$ cat src/rtl/hazard_ctrl_if.sv
// Signal bundle between the five-stage pipeline datapath and the hazard controller.
// The pipeline side is the master; the controller is the slave.
interface hazard_ctrl_if #(
  parameter int REG_W = 5,
  parameter int CNT_W = 16
);
  logic [REG_W-1:0] RA1D, RA2D, RA1E, RA2E;
  logic [REG_W-1:0] WA3E, WA3M, WA3W;
  logic             RegWriteE, RegWriteM, RegWriteW;
  logic             MemToRegE, BranchTakenE;
  logic             MemReqM, MemReadyM;
  logic             CntClr;
  logic             StallF, StallD, StallE, StallM;
  logic             FlushD, FlushE, FlushW;
  logic [1:0]       ForwardAE, ForwardBE;
  logic             MemErr;
  logic [CNT_W-1:0] StallCnt, FlushCnt;

  modport master (
    output RA1D, RA2D, RA1E, RA2E, WA3E, WA3M, WA3W,
    output RegWriteE, RegWriteM, RegWriteW, MemToRegE, BranchTakenE,
    output MemReqM, MemReadyM, CntClr,
    input  StallF, StallD, StallE, StallM, FlushD, FlushE, FlushW,
    input  ForwardAE, ForwardBE, MemErr, StallCnt, FlushCnt
  );

  modport slave (
    input  RA1D, RA2D, RA1E, RA2E, WA3E, WA3M, WA3W,
    input  RegWriteE, RegWriteM, RegWriteW, MemToRegE, BranchTakenE,
    input  MemReqM, MemReadyM, CntClr,
    output StallF, StallD, StallE, StallM, FlushD, FlushE, FlushW,
    output ForwardAE, ForwardBE, MemErr, StallCnt, FlushCnt
  );
endinterface

$ cat src/rtl/hazard_ctrl.sv
// Hazard controller: forwarding selects, load-use stalls, branch flushes,
// data-memory wait sequencing with timeout error, and saturating hazard counters.
module hazard_ctrl #(
  parameter int REG_W       = 5,
  parameter int MEM_TIMEOUT = 64,
  parameter int CNT_W       = 16
) (
  input  logic         CLK,
  input  logic         RESET_N,
  hazard_ctrl_if.slave hz
);

  localparam int WAIT_W = $clog2(MEM_TIMEOUT + 1);

  typedef enum logic [1:0] {ST_RUN, ST_MEMWAIT, ST_ERROR} state_t;

  state_t             state, state_next;
  logic [WAIT_W-1:0]  wait_cnt;
  logic [CNT_W-1:0]   stall_cnt, flush_cnt;

  logic       mem_wait, ld_stall, timeout;
  logic       stall_f, stall_d, stall_e, stall_m;
  logic       flush_d, flush_e, flush_w, branch_flush, mem_err;
  logic [1:0] fwd_a, fwd_b;

  assign mem_wait = hz.MemReqM && !hz.MemReadyM;
  assign ld_stall = hz.MemToRegE && hz.RegWriteE &&
                    (hz.WA3E == hz.RA1D || hz.WA3E == hz.RA2D);
  assign timeout  = mem_wait && (wait_cnt == WAIT_W'(MEM_TIMEOUT - 1));

  always_comb begin
    state_next = state;
    case (state)
      ST_RUN:     if (timeout) state_next = ST_ERROR;
                  else if (mem_wait) state_next = ST_MEMWAIT;
      ST_MEMWAIT: if (timeout) state_next = ST_ERROR;
                  else if (!mem_wait) state_next = ST_RUN;
      ST_ERROR:   state_next = ST_ERROR;
      default:    state_next = ST_RUN;
    endcase
  end

  // Priority: reset > error > memory wait > taken branch > load-use.
  always_comb begin
    stall_f = 1'b0;  stall_d = 1'b0;  stall_e = 1'b0;  stall_m = 1'b0;
    flush_d = 1'b0;  flush_e = 1'b0;  flush_w = 1'b0;
    branch_flush = 1'b0;
    mem_err = 1'b0;
    fwd_a = 2'b00;
    fwd_b = 2'b00;
    if (!RESET_N) begin
      flush_d = 1'b1;  flush_e = 1'b1;  flush_w = 1'b1;
    end else if (state == ST_ERROR) begin
      stall_f = 1'b1;  stall_d = 1'b1;  stall_e = 1'b1;  stall_m = 1'b1;
      flush_w = 1'b1;
      mem_err = 1'b1;
    end else begin
      if (hz.RegWriteM && hz.WA3M == hz.RA1E)      fwd_a = 2'b10;
      else if (hz.RegWriteW && hz.WA3W == hz.RA1E) fwd_a = 2'b01;
      if (hz.RegWriteM && hz.WA3M == hz.RA2E)      fwd_b = 2'b10;
      else if (hz.RegWriteW && hz.WA3W == hz.RA2E) fwd_b = 2'b01;

      if (mem_wait) begin
        stall_f = 1'b1;  stall_d = 1'b1;  stall_e = 1'b1;  stall_m = 1'b1;
        flush_w = 1'b1;
      end else if (hz.BranchTakenE) begin
        flush_d = 1'b1;  flush_e = 1'b1;
        branch_flush = 1'b1;
      end else if (ld_stall) begin
        stall_f = 1'b1;  stall_d = 1'b1;
        flush_e = 1'b1;
      end
    end
  end

  always_ff @(posedge CLK or negedge RESET_N) begin
    if (!RESET_N) begin
      state    <= ST_RUN;
      wait_cnt <= '0;
    end else begin
      state <= state_next;
      if (!mem_wait)
        wait_cnt <= '0;
      else if (wait_cnt != WAIT_W'(MEM_TIMEOUT))
        wait_cnt <= wait_cnt + WAIT_W'(1);
    end
  end

  // Counters saturate at all-ones; a clear wins over a same-cycle increment.
  always_ff @(posedge CLK or negedge RESET_N) begin
    if (!RESET_N) begin
      stall_cnt <= '0;
      flush_cnt <= '0;
    end else if (hz.CntClr) begin
      stall_cnt <= '0;
      flush_cnt <= '0;
    end else begin
      if (stall_f && stall_cnt != '1)
        stall_cnt <= stall_cnt + CNT_W'(1);
      if (branch_flush && flush_cnt != '1)
        flush_cnt <= flush_cnt + CNT_W'(1);
    end
  end

  assign hz.StallF    = stall_f;
  assign hz.StallD    = stall_d;
  assign hz.StallE    = stall_e;
  assign hz.StallM    = stall_m;
  assign hz.FlushD    = flush_d;
  assign hz.FlushE    = flush_e;
  assign hz.FlushW    = flush_w;
  assign hz.ForwardAE = fwd_a;
  assign hz.ForwardBE = fwd_b;
  assign hz.MemErr    = mem_err;
  assign hz.StallCnt  = stall_cnt;
  assign hz.FlushCnt  = flush_cnt;

endmodule

$ cat src/flat_wrapper.sv
// flat-port wrapper written by rule: the top's interface ports become plain ports
module hazard_ctrl_flat 
#(
  parameter int REG_W       = 5,
  parameter int MEM_TIMEOUT = 64,
  parameter int CNT_W       = 16
)
  (CLK, RESET_N, hz_RA1D, hz_RA2D, hz_RA1E, hz_RA2E, hz_WA3E, hz_WA3M, hz_WA3W, hz_RegWriteE, hz_RegWriteM, hz_RegWriteW, hz_MemToRegE, hz_BranchTakenE, hz_MemReqM, hz_MemReadyM, hz_CntClr, hz_StallF, hz_StallD, hz_StallE, hz_StallM, hz_FlushD, hz_FlushE, hz_FlushW, hz_ForwardAE, hz_ForwardBE, hz_MemErr, hz_StallCnt, hz_FlushCnt);
  hazard_ctrl_if #(.REG_W(REG_W), .CNT_W(CNT_W)) hz_i ();
  input  logic CLK;
  input  logic RESET_N;
  input wire logic [$bits(hz_i.RA1D)-1:0] hz_RA1D;
  input wire logic [$bits(hz_i.RA2D)-1:0] hz_RA2D;
  input wire logic [$bits(hz_i.RA1E)-1:0] hz_RA1E;
  input wire logic [$bits(hz_i.RA2E)-1:0] hz_RA2E;
  input wire logic [$bits(hz_i.WA3E)-1:0] hz_WA3E;
  input wire logic [$bits(hz_i.WA3M)-1:0] hz_WA3M;
  input wire logic [$bits(hz_i.WA3W)-1:0] hz_WA3W;
  input wire logic [$bits(hz_i.RegWriteE)-1:0] hz_RegWriteE;
  input wire logic [$bits(hz_i.RegWriteM)-1:0] hz_RegWriteM;
  input wire logic [$bits(hz_i.RegWriteW)-1:0] hz_RegWriteW;
  input wire logic [$bits(hz_i.MemToRegE)-1:0] hz_MemToRegE;
  input wire logic [$bits(hz_i.BranchTakenE)-1:0] hz_BranchTakenE;
  input wire logic [$bits(hz_i.MemReqM)-1:0] hz_MemReqM;
  input wire logic [$bits(hz_i.MemReadyM)-1:0] hz_MemReadyM;
  input wire logic [$bits(hz_i.CntClr)-1:0] hz_CntClr;
  output wire logic [$bits(hz_i.StallF)-1:0] hz_StallF;
  output wire logic [$bits(hz_i.StallD)-1:0] hz_StallD;
  output wire logic [$bits(hz_i.StallE)-1:0] hz_StallE;
  output wire logic [$bits(hz_i.StallM)-1:0] hz_StallM;
  output wire logic [$bits(hz_i.FlushD)-1:0] hz_FlushD;
  output wire logic [$bits(hz_i.FlushE)-1:0] hz_FlushE;
  output wire logic [$bits(hz_i.FlushW)-1:0] hz_FlushW;
  output wire logic [$bits(hz_i.ForwardAE)-1:0] hz_ForwardAE;
  output wire logic [$bits(hz_i.ForwardBE)-1:0] hz_ForwardBE;
  output wire logic [$bits(hz_i.MemErr)-1:0] hz_MemErr;
  output wire logic [$bits(hz_i.StallCnt)-1:0] hz_StallCnt;
  output wire logic [$bits(hz_i.FlushCnt)-1:0] hz_FlushCnt;
  assign hz_i.RA1D = hz_RA1D;
  assign hz_i.RA2D = hz_RA2D;
  assign hz_i.RA1E = hz_RA1E;
  assign hz_i.RA2E = hz_RA2E;
  assign hz_i.WA3E = hz_WA3E;
  assign hz_i.WA3M = hz_WA3M;
  assign hz_i.WA3W = hz_WA3W;
  assign hz_i.RegWriteE = hz_RegWriteE;
  assign hz_i.RegWriteM = hz_RegWriteM;
  assign hz_i.RegWriteW = hz_RegWriteW;
  assign hz_i.MemToRegE = hz_MemToRegE;
  assign hz_i.BranchTakenE = hz_BranchTakenE;
  assign hz_i.MemReqM = hz_MemReqM;
  assign hz_i.MemReadyM = hz_MemReadyM;
  assign hz_i.CntClr = hz_CntClr;
  assign hz_StallF = hz_i.StallF;
  assign hz_StallD = hz_i.StallD;
  assign hz_StallE = hz_i.StallE;
  assign hz_StallM = hz_i.StallM;
  assign hz_FlushD = hz_i.FlushD;
  assign hz_FlushE = hz_i.FlushE;
  assign hz_FlushW = hz_i.FlushW;
  assign hz_ForwardAE = hz_i.ForwardAE;
  assign hz_ForwardBE = hz_i.ForwardBE;
  assign hz_MemErr = hz_i.MemErr;
  assign hz_StallCnt = hz_i.StallCnt;
  assign hz_FlushCnt = hz_i.FlushCnt;
  hazard_ctrl #(.REG_W(REG_W), .MEM_TIMEOUT(MEM_TIMEOUT), .CNT_W(CNT_W)) u_core (.CLK(CLK), .RESET_N(RESET_N), .hz(hz_i));
endmodule
$ cat config.mk
export PLATFORM = sky130hd
export DESIGN_NAME = hazard_ctrl_flat
export DESIGN_NICKNAME = d
export VERILOG_FILES = /design/src/rtl/hazard_ctrl_if.sv /design/src/rtl/hazard_ctrl.sv /design/src/flat_wrapper.sv
export SDC_FILE = /design/constraint.sdc
export NUM_CORES = 1
export LEC_CHECK = 0
export BUFFER_PORTS_ARGS = -buffer_cell sky130_fd_sc_hd__buf_2
export CAP_MARGIN = 40
export CORE_MARGIN = 5
export CORE_UTILIZATION = 44
export CTS_BUF_LIST = sky130_fd_sc_hd__clkbuf_8
export CTS_CLUSTER_DIAMETER = 150
export DETAILED_ROUTE_END_ITERATION = 8
export PLACE_DENSITY = 0.69
export REMOVE_ABC_BUFFERS = 1
export SETUP_SLACK_MARGIN = 0.4
export SLEW_MARGIN = 20
export SYNTH_ARGS = -nofsm -noshare
export SYNTH_HDL_FRONTEND = slang
export SYNTH_SLANG_ARGS = --single-unit
export TNS_END_PERCENT = 5
$ cat constraint.sdc
create_clock -name CLK -period 4.7 [get_ports CLK]
set_clock_uncertainty 0.2 [all_clocks]
set_input_delay 0.235 -clock CLK [delete_from_list [all_inputs] [get_ports CLK]]
set_output_delay 0.235 -clock CLK [all_outputs]
set_load 0.01 [all_outputs]
==> run metrics <==
status complete, no violations; cts bufs inserted 5; initial antenna violation count 0; setup TNS 0 ns; drt via density 5.541; Final Core Density a little over half; DRT Wirelength 6669 microns; worst hold slack roughly 0.14 ns; proportion of synthesized area in mux cells 4.393%; syn_area_per_cell a little over 9 sq um; crit path launch type flop; post-route cell area approximately 3400 sq um; DIE AREA roughly 8000 sq um; flops & latches, synth 41; ranking of synthesized cells by area dfrtp_1 (37%), xor2_1 (8.5%), nor2_1 (4.7%), xnor2_1 (4.1%), a21oi_1 (3.4%); FF-to-FF path depth 5; IO Pins 89; Worst R2R Start u_core.state[1]$_DFFE_PN0P_; dominant cell type by area after synthesis dfrtp_1; Vias ~2600; top_reg_cell synth dfrtp_1; worst relative slew slack 51.72%; DP Cell Count 460; final cycle utilization of the critical path roughly 54%; internal power slightly above 0.5 mW; initial core utilization between 40 and 50%; first-pass GRT wire length ~11000 microns; core box area around 6300 sq um; fraction of registers with async set/reset 100.0%; Hold/Removal Path Class primary input to async pin; final setup fails 0; Finished Layout Cells roughly 470; WP data arrival about 2.5 ns; TritonCTS clock tree done; Mapped Area ~2800 sq um; Critical Path RT 4.71 ns; DRC 0; Total GRT Usage 17.69%; IO Port Bufs 88; peak supply drop 0.0001398 V; Leakage approximately 1.5 nW; Antenna Violating Nets Remaining 0; Post-Synth XOR/XNOR Area 12.55%; Area growth syn-to-layout 20.39%; nets 440; Max Slew Vio Count 0; Synth Area in Adders around 1.8%; iteration-0 DRC count of the detailed router 69; terminus of the critical flop-to-flop path u_core.hz.FlushCnt[9]$_DFFE_PN0P_; Tot Pwr 0.6780 mW; CTS H-tree lvls 2; Reg power frac 52.5%; top-area cell type share of the netlist area a little under two fifths; Synth Area in Compound Gates between 10% and 20%; Syn Inst Count approximately 310; worst setup margin 2.175 ns; slew at the pin closest to its max-slew limit ~0.72 ns; Sink Count between 40 and 50; Netlist cell types 53; drt wl/cell about 14 microns; setup bufs post-CTS 0; flop2flop setup slack between 2 and 2.5 ns; Worst-path clk slew 0.07 ns; Fin. Hold Viols 0; instance area at placement 3264 sq um; sequential area share after synthesis 36.75%; commonest cells after routing, fill and taps aside buf_2 (88), dfrtp_1 (41), nor2_1 (35); Logic pwr share between 10% and 20%; crit path capture type flop; Clock Latency Late Sink 0.29 ns; Yosys warning count 0; Cell Pwr Density 201.7 nW/um^2; RD Place Congestion 0.8957; Final min period approximately 2.5 ns; drt pass-1 iters 4; Post-Synth Simple-Gate Area approximately 28%; pre-CTS WS around 2 ns; root buf cell clkbuf_8; switching pwr around 0.17 mW; Inserted Diodes 0; number of synthesized flops with an enable pin 0; Net Sw Frac between 20% and 30%; largest family of logic cells by synthesized area simple AND/OR/NAND/NOR gates; std cell rows 29; largest net degree at the start of global routing 41; RSZ-0062 raised after global routing false; clock share of power between 30% and 40%; total grt overflow 0; DP HPWL approximately 5000 microns; Peak Freq between 300 and 400 MHz; Die H about 90 microns; critical path class flop to flop; vias in the first global route 2511; Max Cap Viol 0; commonest non-fill, non-tap cell in the layout buf_2; Max Fanout on Critical Path 11; DIE WIDTH between 80 and 90 microns; CTS Buffer Depth 2; layout cell share with drive strength beyond 1 just under 30%
## synthesized netlist by cell type, drive strengths merged (4+ instances only)
master,count
o211ai,4
nand3,17
nor2b,7
a21oi,19
xnor2,13
clkbuf,7
nor3,5
dfrtp,41
mux2,9
buf,7
nor2,35
nor4b,5
inv,11
nand2,16
nor4,13
xor2,27
or3,12
o21ai,17
ha,4
and4,5
nand4,6
## critical path: stages (launching register included)
cell	delay [ns]
dfrtp_1	0.40
nand2b_1	0.28
nand4_1	0.42
or3_1	0.62
or3_1	0.36
a21oi_1	0.17
## cells by family after synthesis
| group | count (synthesis) |
|---|---|
| and+or+nand+nor | 135 |
| AOI/OAI and AO/OA | 52 |
| DFF | 41 |
| xor gates and xnor gates | 40 |
| buffers and inverters | 25 |
| muxes | 10 |
| adders and majority gates | 4 |
## worst max path at each step
stage | startpoint | end | slack (ns)
4_1_cts | u_core.state[1]$_DFFE_PN0P_ | u_core.hz.FlushCnt[9]$_DFFE_PN0P_ | 2.18
5_1_grt | u_core.state[1]$_DFFE_PN0P_ | u_core.hz.FlushCnt[9]$_DFFE_PN0P_ | 1.94
3_5_place_dp | hz_MemReadyM | u_core.hz.FlushCnt[9]$_DFFE_PN0P_ | 2.02
3_3_place_gp | hz_MemReadyM | u_core.hz.FlushCnt[9]$_DFFE_PN0P_ | 2.16
2_1_floorplan | hz_MemReadyM | u_core.hz.StallCnt[8]$_DFFE_PN0P_ | 2.15
6_report | u_core.state[1]$_DFFE_PN0P_ | u_core.hz.FlushCnt[9]$_DFFE_PN0P_ | 2.18
## power by group through the flow
stage	logic [mW]	registers (mW)	clock network [mW]
finish	0.0907	0.356	0.231
global route	0.102	0.356	0.254
CTS	0.0921	0.356	0.241
detailed placement	0.0914	0.363	0
global placement	0.0895	0.363	0
floorplan	0.0388	0.363	0
## what timing repair did
action                    4_1_cts  5_1_grt
hold endpoints to repair       23        0
hold buffers                    1        0
resized for setup               0        0
## cell type report
| type | count | area, sq um |
|---|---|---|
| Timing Repair Buffer | 91 | 465.4 |
| Clock buffer | 6 | 82.58 |
| Fill cell | 573 | 2917 |
| Sequential cell | 41 | 1026 |
| Tap cell | 77 | 96.34 |
| Inverter | 11 | 41.29 |
| Clock inverter | 1 | 3.754 |
| Multi-Input combinational cell | 241 | 1645 |
## flip-flops by register name, indices dropped and copies added (netlist names)
| name | count |
|---|---|
| u_core.wait_cnt | 7 |
| u_core.state | 2 |
| u_core.hz.FlushCnt | 16 |
| u_core.hz.StallCnt | 16 |
## routing by layer
| metal | share of wire, % | global-route usage (%) |
|---|---|---|
| met1 | 44 | 22.69 |
| met2 | 47 | 29.79 |
| met3 | 8.1 | 4.471 |
| met4 | 0.91 | 4.465 |
| met5 | 0 | 0 |
Note: power is estimated with default switching activity, not from simulation.
